==> src/rtl/comma_word_aligner.sv <==
// comma_word_aligner: finds 10-bit symbol boundaries in the recovered serial stream using K28.5.
// Rev 1.0 - initial release.
`timescale 1ns/1ps
`default_nettype none

module comma_word_aligner #(
  parameter int SYM_WIDTH  = 10,
  parameter int LOCK_COUNT = 3,
  parameter int ERR_LIMIT  = 4
) (
  input  logic                 i_Clk,
  input  logic                 i_Rst_n,
  input  logic                 i_Bit,
  input  logic                 i_Bit_Valid,
  output logic [SYM_WIDTH-1:0] o_Sym,
  output logic                 o_Sym_Valid,
  output logic                 o_Is_Comma,
  output logic                 o_Locked,
  output logic                 o_Realign
);

  localparam logic [SYM_WIDTH-1:0] COMMA_NEG  = 10'b0011111010;
  localparam logic [SYM_WIDTH-1:0] COMMA_POS  = 10'b1100000101;
  localparam logic [3:0]           LAST_PHASE = 4'(SYM_WIDTH - 1);
  localparam logic [3:0]           LOCK_M1    = 4'(LOCK_COUNT - 1);
  localparam logic [3:0]           ERR_M1     = 4'(ERR_LIMIT - 1);

  typedef enum logic [1:0] {
    HUNT   = 2'd0,
    VERIFY = 2'd1,
    LOCKED = 2'd2
  } state_t;

  state_t               state;
  logic [SYM_WIDTH-1:0] win;
  logic [3:0]           phase;
  logic [3:0]           good_cnt;
  logic [3:0]           err_cnt;

  logic [SYM_WIDTH-1:0] next_win;
  logic                 is_comma;
  logic                 at_boundary;
  logic [3:0]           phase_inc;
  logic                 verify_done;
  logic                 emit;

  assign next_win    = {win[SYM_WIDTH-2:0], i_Bit};
  assign is_comma    = (next_win == COMMA_NEG) || (next_win == COMMA_POS);
  assign at_boundary = (phase == LAST_PHASE);
  assign phase_inc   = at_boundary ? 4'd0 : phase + 4'd1;
  assign verify_done = at_boundary && is_comma && (good_cnt >= LOCK_M1);

  // A symbol is emitted on every boundary whose successor state is LOCKED,
  // including the comma that completes lock (a HUNT comma when one suffices).
  assign emit = i_Bit_Valid &&
                (((state == LOCKED) && at_boundary) ||
                 ((state == VERIFY) && verify_done) ||
                 ((state == HUNT) && is_comma && (LOCK_COUNT == 1)));

  always_ff @(posedge i_Clk or negedge i_Rst_n) begin
    if (!i_Rst_n) begin
      state       <= HUNT;
      win         <= '0;
      phase       <= '0;
      good_cnt    <= '0;
      err_cnt     <= '0;
      o_Sym       <= '0;
      o_Sym_Valid <= 1'b0;
      o_Is_Comma  <= 1'b0;
      o_Locked    <= 1'b0;
      o_Realign   <= 1'b0;
    end else begin
      o_Sym_Valid <= 1'b0;
      o_Realign   <= 1'b0;
      if (i_Bit_Valid) begin
        win <= next_win;
        if (emit) begin
          o_Sym       <= next_win;
          o_Sym_Valid <= 1'b1;
          o_Is_Comma  <= is_comma;
        end
        case (state)
          HUNT: begin
            if (is_comma) begin
              phase     <= '0;
              good_cnt  <= 4'd1;
              o_Realign <= 1'b1;
              if (LOCK_COUNT == 1) begin
                state    <= LOCKED;
                o_Locked <= 1'b1;
              end else begin
                state <= VERIFY;
              end
            end
          end
          VERIFY: begin
            if (at_boundary) begin
              phase <= '0;
              if (is_comma) begin
                good_cnt <= good_cnt + 4'd1;
                if (verify_done) begin
                  state    <= LOCKED;
                  o_Locked <= 1'b1;
                end
              end
            end else if (is_comma) begin
              phase     <= '0;
              good_cnt  <= 4'd1;
              o_Realign <= 1'b1;
            end else begin
              phase <= phase_inc;
            end
          end
          LOCKED: begin
            phase <= phase_inc;
            if (at_boundary) begin
              if (is_comma) err_cnt <= '0;
            end else if (is_comma) begin
              // Loss of lock is silent; the next comma seen in HUNT realigns.
              if (err_cnt >= ERR_M1) begin
                state    <= HUNT;
                o_Locked <= 1'b0;
                err_cnt  <= '0;
                good_cnt <= '0;
              end else begin
                err_cnt <= err_cnt + 4'd1;
              end
            end
          end
          default: begin
            state    <= HUNT;
            o_Locked <= 1'b0;
          end
        endcase
      end
    end
  end

endmodule

`default_nettype wire

==> config.mk <==
export PLATFORM = sky130hd
export DESIGN_NAME = comma_word_aligner
export DESIGN_NICKNAME = d
export VERILOG_FILES = /design/src/rtl/comma_word_aligner.sv
export SDC_FILE = /design/constraint.sdc
export NUM_CORES = 1
export LEC_CHECK = 0
export ABC_CLOCK_PERIOD_IN_PS = 3000
export CAP_MARGIN = 0
export CORE_ASPECT_RATIO = 0.5
export CORE_UTILIZATION = 23
export DETAILED_ROUTE_END_ITERATION = 10
export SLEW_MARGIN = 40
export SYNTH_ARGS = -nofsm -noshare
export SYNTH_HDL_FRONTEND = slang
export SYNTH_SLANG_ARGS = --single-unit
==> constraint.sdc <==
create_clock -name i_Clk -period 3 [get_ports i_Clk]
set_input_delay 0.6 -clock i_Clk [delete_from_list [all_inputs] [get_ports i_Clk]]
set_output_delay 0.6 -clock i_Clk [all_outputs]
set_load 0.05 [all_outputs]
==> impl_metrics.ini <==
[synth]
synth_compound_area_share_pct = 11.61
synth-simple-area-share_pct = 17.51
synthXorXnorAreaFrac_pct = 0
synth_edf_count = 0
yosys-top-cells-area = dfrtp_1, mux2_4, ha_1, mux2_2, nand2_1
synth_mux_area_share_pct = 13.88
ys_types = 46
ys_warn_count = 0
synth_top_area_share_pct = 47.99
avgSynthCellArea_um2 = 11.55
synthCells = 167
synth_top_family_by_area = simple AND/OR/NAND/NOR gates
synth_area_leader_cell = dfrtp_1
synthFlopType = dfrtp_1
async_flop_share_pct = 100.0
netlist_area_mm2 = 0.001929
ys_seq_area_share_pct = 47.99
ys_ff_latch = 37
synth_nets = 180
yosys.area_share.adder_pct = 5.837

[min_path]
hold_path_class = in2async

[floorplan]
core_mm2 = 0.008058
die_area_mm2 = 0.008781
rows = 23
die_height_um = 66.77
start_util_pct = 23.94
die_w_um = 131.5
ios = 18

[sta]
timing.fmax_mhz = 376.6
slew_viol_final = 0
timing.final.ws_setup_ns = 0.3446
setup_viol = 0
worst_hold_slack_ns = 0.2852
worstMarginPinSlew_ns = 0.7488
period_share_pct = 88.51
fin_crit_ns = 2.655
final.setup_skew_ns = 0.003366
setup_tns_ns = 0
maxSlewHeadroom_pct = 49.62
finalHoldViolCount = 0
rsz0062_at_grt = no

[critical_path]
path_max_fanout = 11
crit_path_end = o_Sym[3]
critical_path_class = in2reg
reg2regPathDepth = 7
rrSetupSlack_ns = 0.38
rr_endpoint = o_Sym[3]
worstSetupEndpointType = flip-flop
required_ns = 3.16
critPathLaunch = i_Bit
rr_startpoint = good_cnt[0]
crit_arrival_ns = 2.81
critPathLaunchType = primary input

[global_routing]
track_usage_pct = 9.058
grt-ovfl-total = 0
grt_max_degree = 38
grt_antenna_before_repair = 0
grt_pass1_wl_um = 6327
grt_pass1_vias = 1308

[status]
status = complete, no violations

[power_and_ir_drop]
ir_drop_mv = 0.2331
p_leak_nw = 1.035
power_density_mw_per_mm2 = 837.8

[finish]
design_area_mm2 = 0.002360
final_nets = 200
drive_gt1_share_pct = 18.09
finalNonFillerCells = 300
syn_to_final_growth_pct = 22.31
n_antenna_cell = 0

[clock_tree]
cts_setup_buffers = 0
numCtsBuffers = 5
cts-root-buf = clkbuf_16
hold_buffers = 0
clk_pin_slew_ns = 0.05
h-tree-depth = 2
cts_tree = built
cts_max_path_buffers = 2
clock_sinks = 37
clock_latency_ns = 0.27
cts_resized = 0

[detailed_routing]
drt_wl_total_um = 3785
firstDrtPassIters = 4
final_antenna_net_count = 0
drc_errors = 0
viasPerCell = 4.397
vias = 1319
wl_per_cell_um = 12.62
drt_iter0_drc = 47

[placed_design]
pre_cts_slack_ns = 0.04490
dp_hpwl_um = 2693
portBuffers = 17
dp_cells = 292
placed_area_mm2 = 0.002215
gp_congestion = 0.8167

[job]
cap_violations = 0
## registers in the layout, indices dropped and copies added, names as in the netlist
| signal | cells |
|---|---|
| o_Sym | 10 |
| win | 9 |
| err_cnt | 4 |
| good_cnt | 4 |
| state | 2 |
| o_Sym_Valid | 1 |
| o_Is_Comma | 1 |
| phase | 4 |
| o_Locked | 1 |
| o_Realign | 1 |
## cells in the mapped netlist (all sizes together) (2+ instances only)
| master | instances |
|---|---|
| nand3 | 7 |
| nor3b | 2 |
| or3 | 2 |
| nor2 | 5 |
| nor3 | 2 |
| buf | 2 |
| nand2b | 3 |
| mux2i | 2 |
| nand2 | 12 |
| a31oi | 3 |
| ha | 9 |
| clkbuf | 3 |
| a41oi | 3 |
| nor4b | 2 |
| nand3b | 3 |
| nand4 | 2 |
| a21oi | 7 |
| o21ai | 3 |
| nor2b | 2 |
| o22ai | 3 |
| dfrtp | 37 |
| mux2 | 19 |
| o31ai | 4 |
| nor4 | 3 |
| a21boi | 2 |
| or4bb | 4 |
| inv | 9 |
## cell type report
type / instances / area (um^2)
sequential: 37 / 925.9
fill: 836 / 5698
clock buffer: 5 / 125.1
inverter: 9 / 33.78
timing repair buffer: 18 / 175.2
tap: 112 / 140.1
clock inverter: 3 / 17.52
multi-input combinational: 116 / 942.2
## kinds of logic (layout without fill, tap and decap cells)
group,Yosys count,in the layout
AO/OA/AOI/OAI,31,31
adder cells (fa/ha/maj),9,9
buffers and inverters,14,35
flip-flops,37,37
multiplexers,21,21
AND/OR/NAND/NOR,55,55
## through the flow
step | util, % | power, W
finish | 29.29 | 0.001977
global placement | 27.48 | 0.001474
global route | 29.29 | 0.002079
floorplan | - | 0.001271
CTS | 29.25 | 0.001999
detailed placement | 27.48 | 0.001496
## metal layers
| metal | wire length (um) | share of wire, % | track usage [%] | up-vias |
|---|---|---|---|---|
| li1 | - | - | - | 659 |
| met5 | 0 | 0 | 0 | - |
| met4 | 17 | 0.45 | 3.052 | 0 |
| met3 | 68 | 1.8 | 1.903 | 2 |
| met2 | 1787 | 47 | 15.21 | 9 |
| met1 | 1911 | 50 | 11.70 | 649 |
## worst max-delay path: stages
cell and delay [ns]:
clkdlybuf4s50_1 0.45, or4bb_1 0.56, or3_4 0.43, a21oi_2 0.16
o21ai_2 0.23, mux2_1 0.38
## layout by cell type (no fill, tap or decap), types with 2 or more instances in the layout
cell type / n
ha_1: 9
mux2_2: 9
nor3b_1: 2
mux2i_1: 2
nor2b_1: 2
nand4_1: 2
or3_4: 2
nor2_1: 5
inv_1: 9
a31oi_1: 2
clkdlybuf4s50_1: 16
nor4b_1: 2
a41oi_1: 3
nand3b_1: 3
nand3_1: 7
dfrtp_1: 37
a21oi_1: 6
or4bb_1: 4
buf_4: 2
nor4_1: 3
o31ai_1: 4
o22ai_1: 3
clkbuf_16: 5
clkinv_2: 2
nand2_1: 12
nand2b_1: 3
nor3_1: 2
mux2_4: 9
o21ai_0: 2
## worst min path at each step
stage,from,to,slack (ns)
finish,i_Rst_n,good_cnt[2],0.29
global route,i_Rst_n,state[1],0.32
CTS,i_Rst_n,phase[2],0.46
detailed placement,o_Is_Comma,o_Is_Comma,0.48
global placement,err_cnt[0],err_cnt[0],0.47
floorplan,i_Rst_n,err_cnt[0],0.30
## report_power, final
part | leakage [nW] | internal, W | switching (W) | total, W
combinational | 0.506 | 0.000320 | 0.000426 | 0.000746
sequential | 0.460 | 0.000633 | 0.000104 | 0.000736
clock | 0.0696 | 0.000304 | 0.000191 | 0.000495
total | 1.04 | 0.00126 | 0.000721 | 0.00198
Power figures use the tool's default switching activity.
==> RTL edit: new RTL, same settings <==
The parameter `SYM_WIDTH` goes from 10 to 20.
--- a/src/rtl/comma_word_aligner.sv
+++ b/src/rtl/comma_word_aligner.sv
@@ -4,7 +4,7 @@
 `default_nettype none
 
 module comma_word_aligner #(
-  parameter int SYM_WIDTH  = 10,
+  parameter int SYM_WIDTH  = 20,
   parameter int LOCK_COUNT = 3,
   parameter int ERR_LIMIT  = 4
 ) (
Ports: changed (resized o_Sym); port bits go from 18 to 28. No check against the original RTL was run, so the function may have changed too.
==> RTL edit against the original RTL <==
Wire length grew 44%; die area grew 38%; synthesized area grew 39%; sequential cell count grew 20; power grew 19%; register-to-register slack gained 0.20 ns; setup slack gained 0.20 ns; critical path depth grew 2; first-iteration DRC count grew 89%; clock skew grew 0.0024 ns; design area grew 46%; clock power grew 120%; utilization grew 1.6 points; worst hold slack gained 0.13 ns; critical path type unchanged; critical endpoint is now state[1]; highest routed layer unchanged.
==> RTL edit: results (changes against the original RTL) <==
* Status: completed
* Vias per cell at 4.491 (+2.1%)
* Initial antenna violation count at 0 (unchanged)
* Clock skew at 0.005726 ns (+0.002359 ns)
* Register area share after synthesis at 53.32% (+5.3 points)
* CP arrival at 2.66 ns (-0.15 ns)
* GRT Total Usage at 9.863% (+0.80 points)
* Fraction of area in multi-input gates at 34.29% (-5.6 points)
* Die area at 0.01209 sq mm (+38%)
* Mean Syn Cell Area at 12.74 sq um (+10%)
* Crit-path max FO at 9 (-2)
* Wire per inst at 13.83 um (+9.6%)
* Layout cell share with drive strength beyond 1 at 26.80% (+8.7 points)
* First-pass GRT wire length at 9315 um (+47%)
* Nets at 257 (+28%)
* GPL Wtd Cong at 0.8198 (+0.38%)
* FILL cells at 1121 (+34%)
* Final std cells w/o fill at 395 (+32%)
* Leakage at 0.001585 uW (+53%)
* Max stage delay on crit path at 0.46 ns (-0.10 ns)
* Ys Warns at 0 (unchanged)
* I/O Buffers at 27 (+10)
* Ys async rst share at 100.0% (unchanged)
* Num CTS Buffers at 9 (+4)
* Post-DP Area at 0.003114 sq mm (+41%)
* TritonRoute pass-1 iters at 4 (unchanged)
* Post-synth net total at 222 (+23%)
* CLK BUF at 11 (+6)
* DP Cell Count at 379 (+30%)
* Top cells by area, synth: dfrtp_1 53%, mux2_4 11%, mux2_2 8.8%, ha_1 3.7%, nand2_1 2.4%
* H-tree lvl count at 3 (+1)
* Pre-CTS setup slack at 0.2149 ns (+0.1700 ns)
* Commonest cells post-synth: 57 x dfrtp_1, 21 x mux2_2, 19 x mux2_4
* Initial DRC count at 89 (+89%)
* Clk tree area frac at 9.590% (+3.5 points)
* # Post-CTS Setup Buffers at 0 (unchanged)
* Post-synth EDFFs at 0 (unchanged)
* Worst VDD drop at 0.2806 mV (+20%)
* Slowest stage cell, crit path: clkdlybuf4s50_1
* #MultiIn Comb at 139 (+20%)
* Clock latency on the worst-skew pair at 0.32 ns (+0.05 ns)
* Largest registers: o_Sym x20, win x19
* Non-clk buf share at 8.790% (+1.4 points)
* Largest net degree at the start of global routing at 58 (+53%)
* Worst hold path class: input pin to async pin
* Hpwl dp at 3699 um (+37%)
* Fin area at 0.003445 sq mm (+46%)
* Unique cell type count in the Yosys netlist at 42 (-8.7%)
* Register area at 0.001426 sq mm (+54%)
* Worst Tran Pin Value at 0.7174 ns (-0.03144 ns)
* Sinks on Clock Net at 57 (+54%)
* Vias in the first global route at 1832 (+40%)
* Non-clk bufs at 32 (+14)
* Non-clk invs at 6 (-3)
==> RTL edit: changes by cell type after synthesis, sizes merged, moves of 4 or more <==
cell   change
dfrtp     +20
o21ai      +5
nand2      +5
or4bb      -4
mux2      +21
==> RTL edit: layer usage <==
metal	GRT usage, %	part of all wire (%)	wire, um	up-vias
li1	-	-	-	826
met1	11.79	45	2480	889
met2	15.79	48	2635	47
met3	4.086	4.7	259	12
met4	3.960	1.6	85	0
met5	0	0	0	-
==> RTL edit: worst reg2reg max path: stages, from the launching register on <==
cell      delay (ns)
dfrtp_1         0.43
inv_1           0.07
ha_1            0.20
or4_1           0.49
and2_1          0.23
a21oi_2         0.13
nand2b_4        0.37
mux2_2          0.39
==> RTL edit: cells by family after synthesis <==
family | count (synthesis) | share of synthesized area (%)
and+or+nand+nor | 57 | 11.93
buffers and inverters | 14 | 2.526
xor gates and xnor gates | 1 | 0.3275
muxes | 40 | 19.50
AOI/OAI and AO/OA | 33 | 8.654
DFF | 57 | 53.32
adders and majority gates | 8 | 3.742
==> RTL edit: path summary, 6_finish.rpt <==
check | end | depth (start not counted) | slack, ns | from
max in group asynchronous | win[5] | 2 | 2.11 | i_Rst_n
hold / removal | o_Sym[5] | 2 | 0.41 | i_Rst_n
hold reg to reg | o_Sym[19] | 1 | 0.51 | o_Sym[19]
setup / recovery | state[1] | 8 | 0.55 | i_Bit
setup reg to reg | o_Sym[19] | 7 | 0.58 | good_cnt[0]
min in group i_Clk | o_Sym[19] | 1 | 0.51 | o_Sym[19]
==> RTL edit: report_power, final <==
part | leakage [uW] | internal, uW | switching (uW)
combinational | 0.000665 | 130 | 100
sequential | 0.000759 | 881 | 135
clock | 0.000162 | 768 | 338
